===== src/rtl/hilo_mult_unit.sv =====
// Sequential unsigned shift-add multiplier (MULTU) that owns the Hi/Lo register pair.
// One iteration per clock; Hi/Lo update only when the 32nd iteration completes.
module hilo_mult_unit #(
  parameter int unsigned WIDTH = 32,
  parameter logic [5:0]  MULTU = 6'b011001
) (
  input  logic             clk,
  input  logic             reset,
  input  logic [WIDTH-1:0] dataA,
  input  logic [WIDTH-1:0] dataB,
  input  logic [5:0]       Signal,
  input  logic             Start,
  output logic [WIDTH-1:0] HiOut,
  output logic [WIDTH-1:0] LoOut,
  output logic             Busy,
  output logic             Done
);

  localparam int unsigned CW = (WIDTH > 1) ? $clog2(WIDTH) : 1;

  typedef enum logic [1:0] {
    IDLE = 2'd0,
    RUN  = 2'd1,
    DONE = 2'd2
  } state_t;

  state_t             state_q, state_d;
  logic [2*WIDTH-1:0] p_q, p_next;
  logic [WIDTH-1:0]   m_q;
  logic [CW-1:0]      cnt_q;
  logic [WIDTH:0]     sum;
  logic               accept, last;

  assign accept = Start && (Signal == MULTU) && ((state_q == IDLE) || (state_q == DONE));
  assign last   = (state_q == RUN) && (cnt_q == CW'(WIDTH - 1));

  // Carry of the upper-half add is kept in sum[WIDTH] and shifted into P.
  always_comb begin
    sum    = {1'b0, p_q[2*WIDTH-1:WIDTH]} + (p_q[0] ? {1'b0, m_q} : '0);
    p_next = {sum, p_q[WIDTH-1:1]};
  end

  always_ff @(posedge clk or negedge reset) begin
    if (!reset) state_q <= IDLE;
    else        state_q <= state_d;
  end

  always_comb begin
    state_d = state_q;
    Busy    = 1'b0;
    Done    = 1'b0;
    case (state_q)
      IDLE: begin
        if (accept) state_d = RUN;
      end
      RUN: begin
        Busy = 1'b1;
        if (last) state_d = DONE;
      end
      DONE: begin
        Done    = 1'b1;
        state_d = accept ? RUN : IDLE;
      end
      default: state_d = IDLE;
    endcase
  end

  always_ff @(posedge clk or negedge reset) begin
    if (!reset) begin
      p_q   <= '0;
      m_q   <= '0;
      cnt_q <= '0;
      HiOut <= '0;
      LoOut <= '0;
    end else if (accept) begin
      p_q   <= {{WIDTH{1'b0}}, dataB};
      m_q   <= dataA;
      cnt_q <= '0;
    end else if (state_q == RUN) begin
      p_q   <= p_next;
      cnt_q <= cnt_q + CW'(1);
      if (last) begin
        HiOut <= p_next[2*WIDTH-1:WIDTH];
        LoOut <= p_next[WIDTH-1:0];
      end
    end
  end

endmodule


===== config.mk =====
export PLATFORM = sky130hd
export DESIGN_NAME = hilo_mult_unit
export DESIGN_NICKNAME = d
export VERILOG_FILES = /design/src/rtl/hilo_mult_unit.sv
export SDC_FILE = /design/constraint.sdc
export NUM_CORES = 1
export LEC_CHECK = 0
export BUFFER_PORTS_ARGS = -buffer_cell sky130_fd_sc_hd__buf_2
export CAP_MARGIN = 20
export CORE_AREA = 10 10 156 158
export CTS_CLUSTER_DIAMETER = 120
export DETAILED_ROUTE_END_ITERATION = 12
export DIE_AREA = 0 0 166 168
export PLACE_DENSITY = 0.6
export SLEW_MARGIN = 0
export SYNTH_ARGS = -nofsm -noshare
export SYNTH_HDL_FRONTEND = slang
export SYNTH_SLANG_ARGS = --single-unit

===== constraint.sdc =====
create_clock -name clk -period 4.5 [get_ports clk]
set_clock_uncertainty 0.2 [all_clocks]
set_input_delay 0.225 -clock clk [delete_from_list [all_inputs] [get_ports clk]]
set_output_delay 0.225 -clock clk [all_outputs]
set_load 0.01 [all_outputs]

# Word level (Yosys, flattened, before mapping)
# Cells that the tools add are included.
[totals]
register_bits = 167
inputBits = 73
out_inout_bits = 66
word_cells = 34
[op_classes]
addsub = 2
n_eq_ne = 6
mux = 11
n_bitwise = 1
reduce_logical = 8
[op_table]
columns = ["op", "count"]
rows = [
  ["$mux W64", 2],
  ["$add A32 B32 Y33", 1],
  ["$mux W32", 1],
  ["$mux W5", 2],
  ["$eq A6 B5 Y1 const B", 1],
  ["$pmux W2 S3", 1],
  ["$add A5 B1 Y5 const B", 1],
  ["$eq A5 B5 Y1 const B", 1],
  ["$mux W2", 2],
  ["$ne A2 B2 Y1 const B", 2],
  ["$logic_and A1 B1 Y1", 3],
  ["$mux W1", 3],
  ["$reduce_and A3 Y1", 1],
  ["$eq A2 B1 Y1 const B", 1],
  ["$eq A2 B2 Y1 const B", 1],
  ["$logic_not A2 Y1", 1],
  ["$reduce_and A2 Y1", 1],
  ["$reduce_bool A2 Y1", 1],
  ["$logic_or A1 B1 Y1", 1],
  ["$not A1 Y1", 1],
]

# Longest topological paths before layout
# Gate-level depths: netlist of run 1.
[depth]
word_depth = 5
mapped_depth = 12
mapped_depth_nobuf = 12

# Worst setup path after synthesis of run 1
# No wires, ideal clock.
[synth_path]
path_type = "reg-to-reg"
startpoint = "reg p_q[0]"
endpoint = "reg HiOut[24]"
setup_ps = 127
arrival_ps = 2620
required_time_ps = 4173
slack_ps = 1552
stages_incl_launch_ff = 12
n_path_buf = 1
synth_period_minus_slack_ps = 2948
cell_sequence = "dfrtp_1 -> clkbuf_1 -> and2_1 -> ha_1 -> and2_4 -> a221oi_2 -> a2111oi_2 -> o22a_2 -> a2111o_1 -> a31oi_1 -> xor2_1 -> o21ai_0"
[synth_via]
elab_chain_cells = 2
[synth_rtl]
columns = ["element", "line", "text"]
rows = [
  ["start: declaration", "28", "logic [2*WIDTH-1:0] p_q, p_next;"],
  ["start signal: assignment", "76", "p_q <= {{WIDTH{1'b0}}, dataB};"],
  ["start signal: assignment", "80", "p_q <= p_next;"],
  ["$mux W32", "39", "sum = {1'b0, p_q[2*WIDTH-1:WIDTH]} + (p_q[0] ? {1'b0, m_q} : '0);"],
  ["$add A32 B32 Y33", "39", ""],
  ["end signal: assignment", "83", "HiOut <= p_next[2*WIDTH-1:WIDTH];"],
  ["end: declaration", "13", "output logic [WIDTH-1:0] HiOut,"],
]
# Every way passes these cells.
# A chain may end at the register's enable or synchronous reset.

# Final worst setup path of run 1
[layout_path]
startpoint = "reg p_q[0]"
endpoint = "reg HiOut[26]"
# Same word-level chain as after synthesis.

==> metrics.csv, run 1 <==
stage,metric,value,unit
global_route,global_route.usage.total,0.155,
final_layout,layout.cells.most_common_list,"dfrtp_1 (167), buf_2 (137), nand2_1 (130)",
clock_network,cts.root.buffer_cell,clkbuf_16,
clock_network,cts_made_buffers,17,
placement,port_buffers,138,
global_route,grt_remaining_overflow,0,
worst_setup_path,crit-reg2reg-capture,HiOut[26],
clock_network,htree_num_levels,4,
floorplan,ioPinCount,139,
clock_network,numClockSinks,167,
clock_network,cts_resized,0,
floorplan,core_region_area,21400,um2
timing,final_period_minus_worst_setup_slack,3.51,ns
clock_network,clk_lat_worst_skew,0.43,ns
logic_synthesis,netlist_area,8340,um2
pwr,power_per_cell_area,452,nW/um2
worst_setup_path,crit-reg2reg-launch,p_q[0],
worst_setup_path,setup.reg_to_reg.worst_slack,0.99,ns
detailed_routing,detail_route.drc_violations,0,
timing,timing_worst_slew_pin_value,0.949,ns
final_layout,nFillCells,1945,
detailed_routing,wl_per_instance,16.9,um
timing,setup_viol,0,
pwr,irDropWorstVdd,0.279,mV
logic_synthesis,synth_nets,899,
detailed_routing,num_vias,6511,
global_route,grt_max_degree,117,
logic_synthesis,number_of_standard_cells_after_synthesis,791,
detailed_routing,route.final.wire_length,21.5,mm
clock_network,cts_hold_repair.buffers,65,
timing,fin_ws,0.986,ns
logic_synthesis,synth_area_leader_cell,dfrtp_1,
timing,timing_max_transition_violations_final,0,
worst_setup_path,worst_ep_arrival_time,3.58,ns
logic_synthesis,synth_edf_count,0,
detailed_routing,routed_via_density,5.12,
floorplan,rows,54,
logic_synthesis,portion_of_synthesized_cell_area_occupied_by_the_leading_cell_type,0.501,
final_layout,layout_cells_sized_above_1,0.260,
run,timing.max_cap.violations,0,
detailed_routing,postRouteAntennaNets,0,
final_layout,area.growth.synth_to_final,26.1,%
logic_synthesis,synth_sequential_area_ratio,0.501,
final_layout,final_common_cell,dfrtp_1,
timing,final.hold.worst_slack,0.215,ns
timing,totalNegativeSetupSlack,0,ns
global_route,grt_pass1_wl,36.2,mm
worst_setup_path,timing.setup.critical_path_class,reg2reg,
detailed_routing,firstDrtPassIters,5,
floorplan,design.die.area,27900,um2
worst_setup_path,start_kind,flip-flop,
logic_synthesis,yosysUniqueCellTypes,56,
timing,rsz0062_at_grt,no,
clock_network,cts-root-to-sink-buffers,2,
worst_setup_path,cp_data_required_time,4.57,ns
logic_synthesis,post_synth.cell_area_avg,10.5,um2
logic_synthesis,synth.ff_latch_count,167,
timing,finalHoldViolations,0,
global_route,grt_pass1_vias,6885,
placement,place_congestion,0.825,
worst_setup_path,depth_of_the_most_critical_reg_to_reg_path,10,
timing,maxClockFrequency,0.285,GHz
timing,max-slew-margin-rel,0.367,
logic_synthesis,ys_async_sr_fraction,1.00,
min_path,hold_class,in2async,
floorplan,initial_utilization,0.389,
floorplan,die_x,166,um
pwr,static-leakage-power,5.15,nW
placement,preCtsSetupSlack,0.947,ns
detailed_routing,detail_route.iter0.violations,278,
worst_setup_path,critPathCaptureType,flip-flop,
global_route,antenna_found_initial,1,
worst_setup_path,path_max_fanout,26,
clock_network,setup_buffers_after_cts,0,
logic_synthesis,synth_warnings,0,
logic_synthesis,ys_dominant_reg_cell,dfrtp_1,
clock_network,path_clk_slew,0.07,ns
logic_synthesis,synth_top_cells_by_area,"dfrtp_1 (50%), mux2_2 (8.6%), nand2_1 (5.9%)",
final_layout,nNetsFinal,1086,
timing,ratio_of_final_minimum_period_to_clock_period,0.781,
outcome,status,finished clean,
clock_network,clock_tree_from_tritoncts,done,
placement,dp_hpwl,14.3,mm
floorplan,die_h,168,um
-- final cells by class --
type	instances	area (um2)	area share
flip-flops and latches	167	4180	0.398
multi-input cells	569	3920	0.373
repair buffers	211	1420	0.135
clock buffers	18	439	0.0418
well taps	280	350	0.0333
clock inverters	14	151	0.0144
inverters	12	45.0	0.00429
diodes	1	2.50	0.000238
-- flip-flops by register name, summed over array words and instances (netlist names) --
name	flops
HiOut	32
LoOut	32
cnt_q	5
m_q	32
p_q	64
state_q	2
-- Yosys cell counts (5+ instances only) --
library cell / n
dfrtp_1: 167
nand2_1: 130
o21ai_0: 71
mux2_2: 64
and2_1: 34
clkbuf_1: 34
ha_1: 34
o22ai_1: 30
a21oi_1: 27
xor2_1: 20
a21o_1: 17
a22oi_1: 17
mux2i_1: 16
nor2_1: 13
xnor2_1: 12
inv_1: 11
nand2b_1: 7
and3_1: 6
nand4_1: 6
a31oi_1: 5
nand3_1: 5
nor3_1: 5
o211ai_1: 5
o21bai_1: 5
-- worst max path at each step --
| stage | start | end | slack (ns) | cells past startpoint |
|---|---|---|---|---|
| after detailed placement | p_q[0] | HiOut[29] | 0.95 | 12 |
| after global routing | p_q[0] | HiOut[29] | 0.59 | 12 |
| after floorplan | p_q[0] | HiOut[24] | 1.55 | 11 |
| after CTS | p_q[0] | HiOut[29] | 0.94 | 12 |
| final | p_q[0] | HiOut[26] | 0.99 | 10 |
| after global placement | p_q[0] | HiOut[29] | 1.06 | 12 |
-- layer usage --
layer | GRT usage | vias up | share of wire
met5 | 0 | - | 0
met4 | 0.0347 | 0 | 0.0094
met3 | 0.0487 | 17 | 0.061
met2 | 0.250 | 163 | 0.47
met1 | 0.201 | 3156 | 0.46
li1 | - | 3175 | -
-- worst max-delay path: stages (launching register included) --
cell	delay [ns]
dfrtp_1	0.82
and2_1	0.23
ha_1	0.27
and2_4	0.18
a221oi_2	0.35
a2111oi_2	0.15
o22a_2	0.28
a21o_2	0.27
a31oi_1	0.27
xor2_1	0.22
o21ai_0	0.11
-- where the power goes --
group          total, W  switching [W]  internal, W
combinational   0.00122       0.000703     0.000519
sequential      0.00207       0.000248      0.00182
clock           0.00146       0.000703     0.000761
total           0.00475        0.00165      0.00310
-- stage by stage --
step	cell area, um2	utilization	cells	total power, W
after detailed placement	9270	0.433	1174	0.00328
after global routing	10500	0.491	1272	0.00507
final	10500	0.491	1272	0.00475
after CTS	10500	0.491	1271	0.00480
after global placement	9270	0.433	1174	0.00325
after floorplan	8340	-	791	0.00290
-- kinds of logic (layout without fill, tap and decap cells) --
kind of cell / after synthesis / after routing / synth area share
adder cells (fa/ha/maj): 35 / 35 / 0.0534
AO/OA/AOI/OAI: 199 / 199 / 0.149
multiplexers: 80 / 80 / 0.106
flip-flops: 167 / 167 / 0.501
AND/OR/NAND/NOR: 223 / 223 / 0.126
other: 0 / 1 / 0
buffers and inverters: 55 / 255 / 0.0308
XOR/XNOR: 32 / 32 / 0.0336
(Power assumes the default switching activity.)
==> run 2, diff against run 1 <==
- clock period: 4.5 -> 3.28 ns (I/O delays scaled with it)
==> run 2 against run 1 <==
  * Total power rose by 42%
  * Fmax rose by 11%
  * Cell area rose by 2.6%
  * Wire length rose by 1.4%
  * Sequential power rose by 36%
  * Register-to-register slack got worse by 0.87 ns
==> metrics.csv, run 2 (synthesis results as in run 1) <==
stage,metric,value,unit,change
global_route,grt_pass1_vias,6953,,+0.99%
detailed_routing,detail_route.iter0.violations,291,,+4.7%
placement,port_buffers,138,,unchanged
timing,fin_ws,0.113,ns,-0.872 ns
worst_setup_path,critPathCaptureType,flip-flop,,
run,timing.max_cap.violations,0,,unchanged
final_layout,largest_register,p_q,,
timing,timing_worst_slew_pin_value,0.985,ns,+0.0357 ns
clock_network,path_clk_slew,0.08,ns,about the same
final_layout,largest_reg_flops,64,,unchanged
worst_setup_path,timing.setup.critical_path_class,reg2reg,,
final_layout,area.growth.synth_to_final,29.3,%,
final_layout,nFillCells,1977,,+1.6%
worst_setup_path,crit-reg2reg-launch,p_q[0],,
placement,dp_hpwl,14.7,mm,+2.8%
clock_network,clk_lat_worst_skew,0.44,ns,about the same
pwr,cellInternalPower,0.00441,W,+42%
timing,maxClockFrequency,0.316,GHz,+11%
timing,finalHoldViolations,0,,unchanged
global_route,grt_remaining_overflow,0,,unchanged
clock_network,cts_made_buffers,17,,unchanged
clock_network,cts.root.buffer_cell,clkbuf_16,,
pwr,p_seq_frac,0.418,,-0.017
floorplan,ioPinCount,139,,unchanged
clock_network,clock_tree_from_tritoncts,done,,
outcome,status,finished clean,,
timing,final.hold.worst_slack,0.0820,ns,-0.133 ns
floorplan,core_region_area,21400,um2,unchanged
worst_setup_path,crit_path_cell_trace,and2_1 -> ha_1 -> and2_4 -> a221oi_4 -> a2111oi_4 -> o22a_2 -> a2111o_1 -> a31oi_1 -> xor2_1 -> o21ai_0,,
detailed_routing,route.final.wire_length,21.8,mm,+1.4%
detailed_routing,postRouteAntennaNets,0,,unchanged
detailed_routing,detail_route.drc_violations,0,,unchanged
pwr,combPwrFrac,0.269,,+0.012
worst_setup_path,slowest_stage_cell_crit_path,dfrtp_2,,
timing,timing_max_transition_violations_final,0,,unchanged
global_route,grt_max_degree,86,,-26%
worst_setup_path,path_max_fanout,8,,-69%
detailed_routing,num_vias,6549,,+0.58%
timing,final_period_minus_worst_setup_slack,3.17,ns,-0.348 ns
worst_setup_path,timing.critical_path.slowest_cell_delay,0.46,ns,-0.36 ns
pwr,clkPwrFrac,0.314,,+0.006
global_route,antenna_found_initial,1,,unchanged
clock_network,cts-root-to-sink-buffers,2,,unchanged
final_layout,layout.cells.most_common_list,"dfrtp_1 (166), buf_2 (138), nand2_1 (130)",,
global_route,grt_pass1_wl,35.9,mm,-0.91%
pwr,power_per_cell_area,626,nW/um2,+38%
worst_setup_path,start_kind,flip-flop,,
final_layout,nNetsFinal,1106,,+1.8%
final_layout,layout_cells_sized_above_1,0.285,,+0.0245
worst_setup_path,cp_data_required_time,3.36,ns,-1.21 ns
pwr,totalPowerFinal,0.00675,W,+42%
clock_network,htree_num_levels,4,,unchanged
pwr,power.switching_fraction,0.347,,-0.00129
detailed_routing,firstDrtPassIters,4,,-1
floorplan,rows,54,,unchanged
floorplan,die_h,168,um,unchanged
timing,setup_viol,0,,unchanged
min_path,hold_class,in2async,,
final_layout,final_common_cell,dfrtp_1,,
placement,place_congestion,0.834,,+1.0%
floorplan,die_x,166,um,unchanged
pwr,static-leakage-power,5.27,nW,+2.3%
detailed_routing,wl_per_instance,16.8,um,-0.26%
floorplan,initial_utilization,0.389,,unchanged
detailed_routing,routed_via_density,5.06,,-1.0%
worst_setup_path,critPathLaunch,p_q[0],,
timing,ratio_of_final_minimum_period_to_clock_period,0.965,,+0.184
final_layout,layout.area.seq,4180,um2,about the same
worst_setup_path,worst_ep_arrival_time,3.24,ns,-0.34 ns
floorplan,design.die.area,27900,um2,unchanged
clock_network,numClockSinks,167,,unchanged
pwr,total_switching_power,0.00234,W,+41%
pwr,irDropWorstVdd,0.357,mV,+28%
global_route,global_route.usage.total,0.154,,-0.000967
timing,max-slew-margin-rel,0.343,,-0.0245
final_layout,area_occupied_by_multi_input_gates,3990,um2,+1.8%
placement,preCtsSetupSlack,0.00151,ns,-0.945 ns
## run 2: final timing paths
check / end / cells after the start / slack [ns]
worst max register to register: p_q[56] / 10 / 0.11
min in group clk: cnt_q[3] / 4 / 0.10
worst min-delay path: p_q[39] / 2 / 0.08
worst min register to register: HiOut[8] / 2 / 0.27
worst max-delay path: p_q[56] / 10 / 0.11
max in group asynchronous: LoOut[30] / 3 / 1.77
## run 2: metrics by stage
step,TNS (ns),cells,utilization,cell area [um2]
2_1_floorplan,0,791,-,8340
3_3_place_gp,0,1189,0.438,9390
3_5_place_dp,0,1189,0.438,9390
4_1_cts,0,1286,0.498,10700
5_1_grt,-0.0304,1292,0.503,10800
6_report,0,1293,0.503,10800
## run 2: cell type report
cell class                 count  share of cell area
sequential                   167               0.388
multi-input combinational    569               0.370
timing repair buffer         231               0.147
clock buffer                  17              0.0395
tap                          280              0.0325
clock inverter                15              0.0188
inverter                      12             0.00418
antenna                        2            0.000464
## run 2: power groups by stage
| stage | clock network, W | logic (W) | registers (W) |
|---|---|---|---|
| floorplan | 0 | 0.00122 | 0.00276 |
| global placement | 0 | 0.00168 | 0.00286 |
| detailed placement | 0 | 0.00172 | 0.00285 |
| CTS | 0.00218 | 0.00178 | 0.00283 |
| global route | 0.00225 | 0.00206 | 0.00288 |
| finish | 0.00212 | 0.00181 | 0.00282 |
## run 2: timing repair
| item | CTS | global route |
|---|---|---|
| resized for setup | 1 | 13 |
| endpoints found under the hold margin | 131 | 0 |
| setup buffers | 0 | 5 |
| hold buffers | 65 | 0 |
| pin swaps | 0 | 4 |
| endpoints found under the setup margin | 4 | 21 |
## run 2: routing by layer
metal | track usage | part of all wire | vias up
met3 | 0.0540 | 0.062 | 18
li1 | - | - | 3225
met2 | 0.250 | 0.47 | 144
met1 | 0.195 | 0.46 | 3162
met4 | 0.0351 | 0.0091 | 0
met5 | 0 | 0 | -
## run 2: critical path, delay by kind of cell (launching register included)
family	cells	cell delay (ns)
DFF	1	0.46
and+or+nand+nor	2	0.36
adders and majority gates	1	0.37
AOI/OAI and AO/OA	6	1.42
xor gates and xnor gates	1	0.19
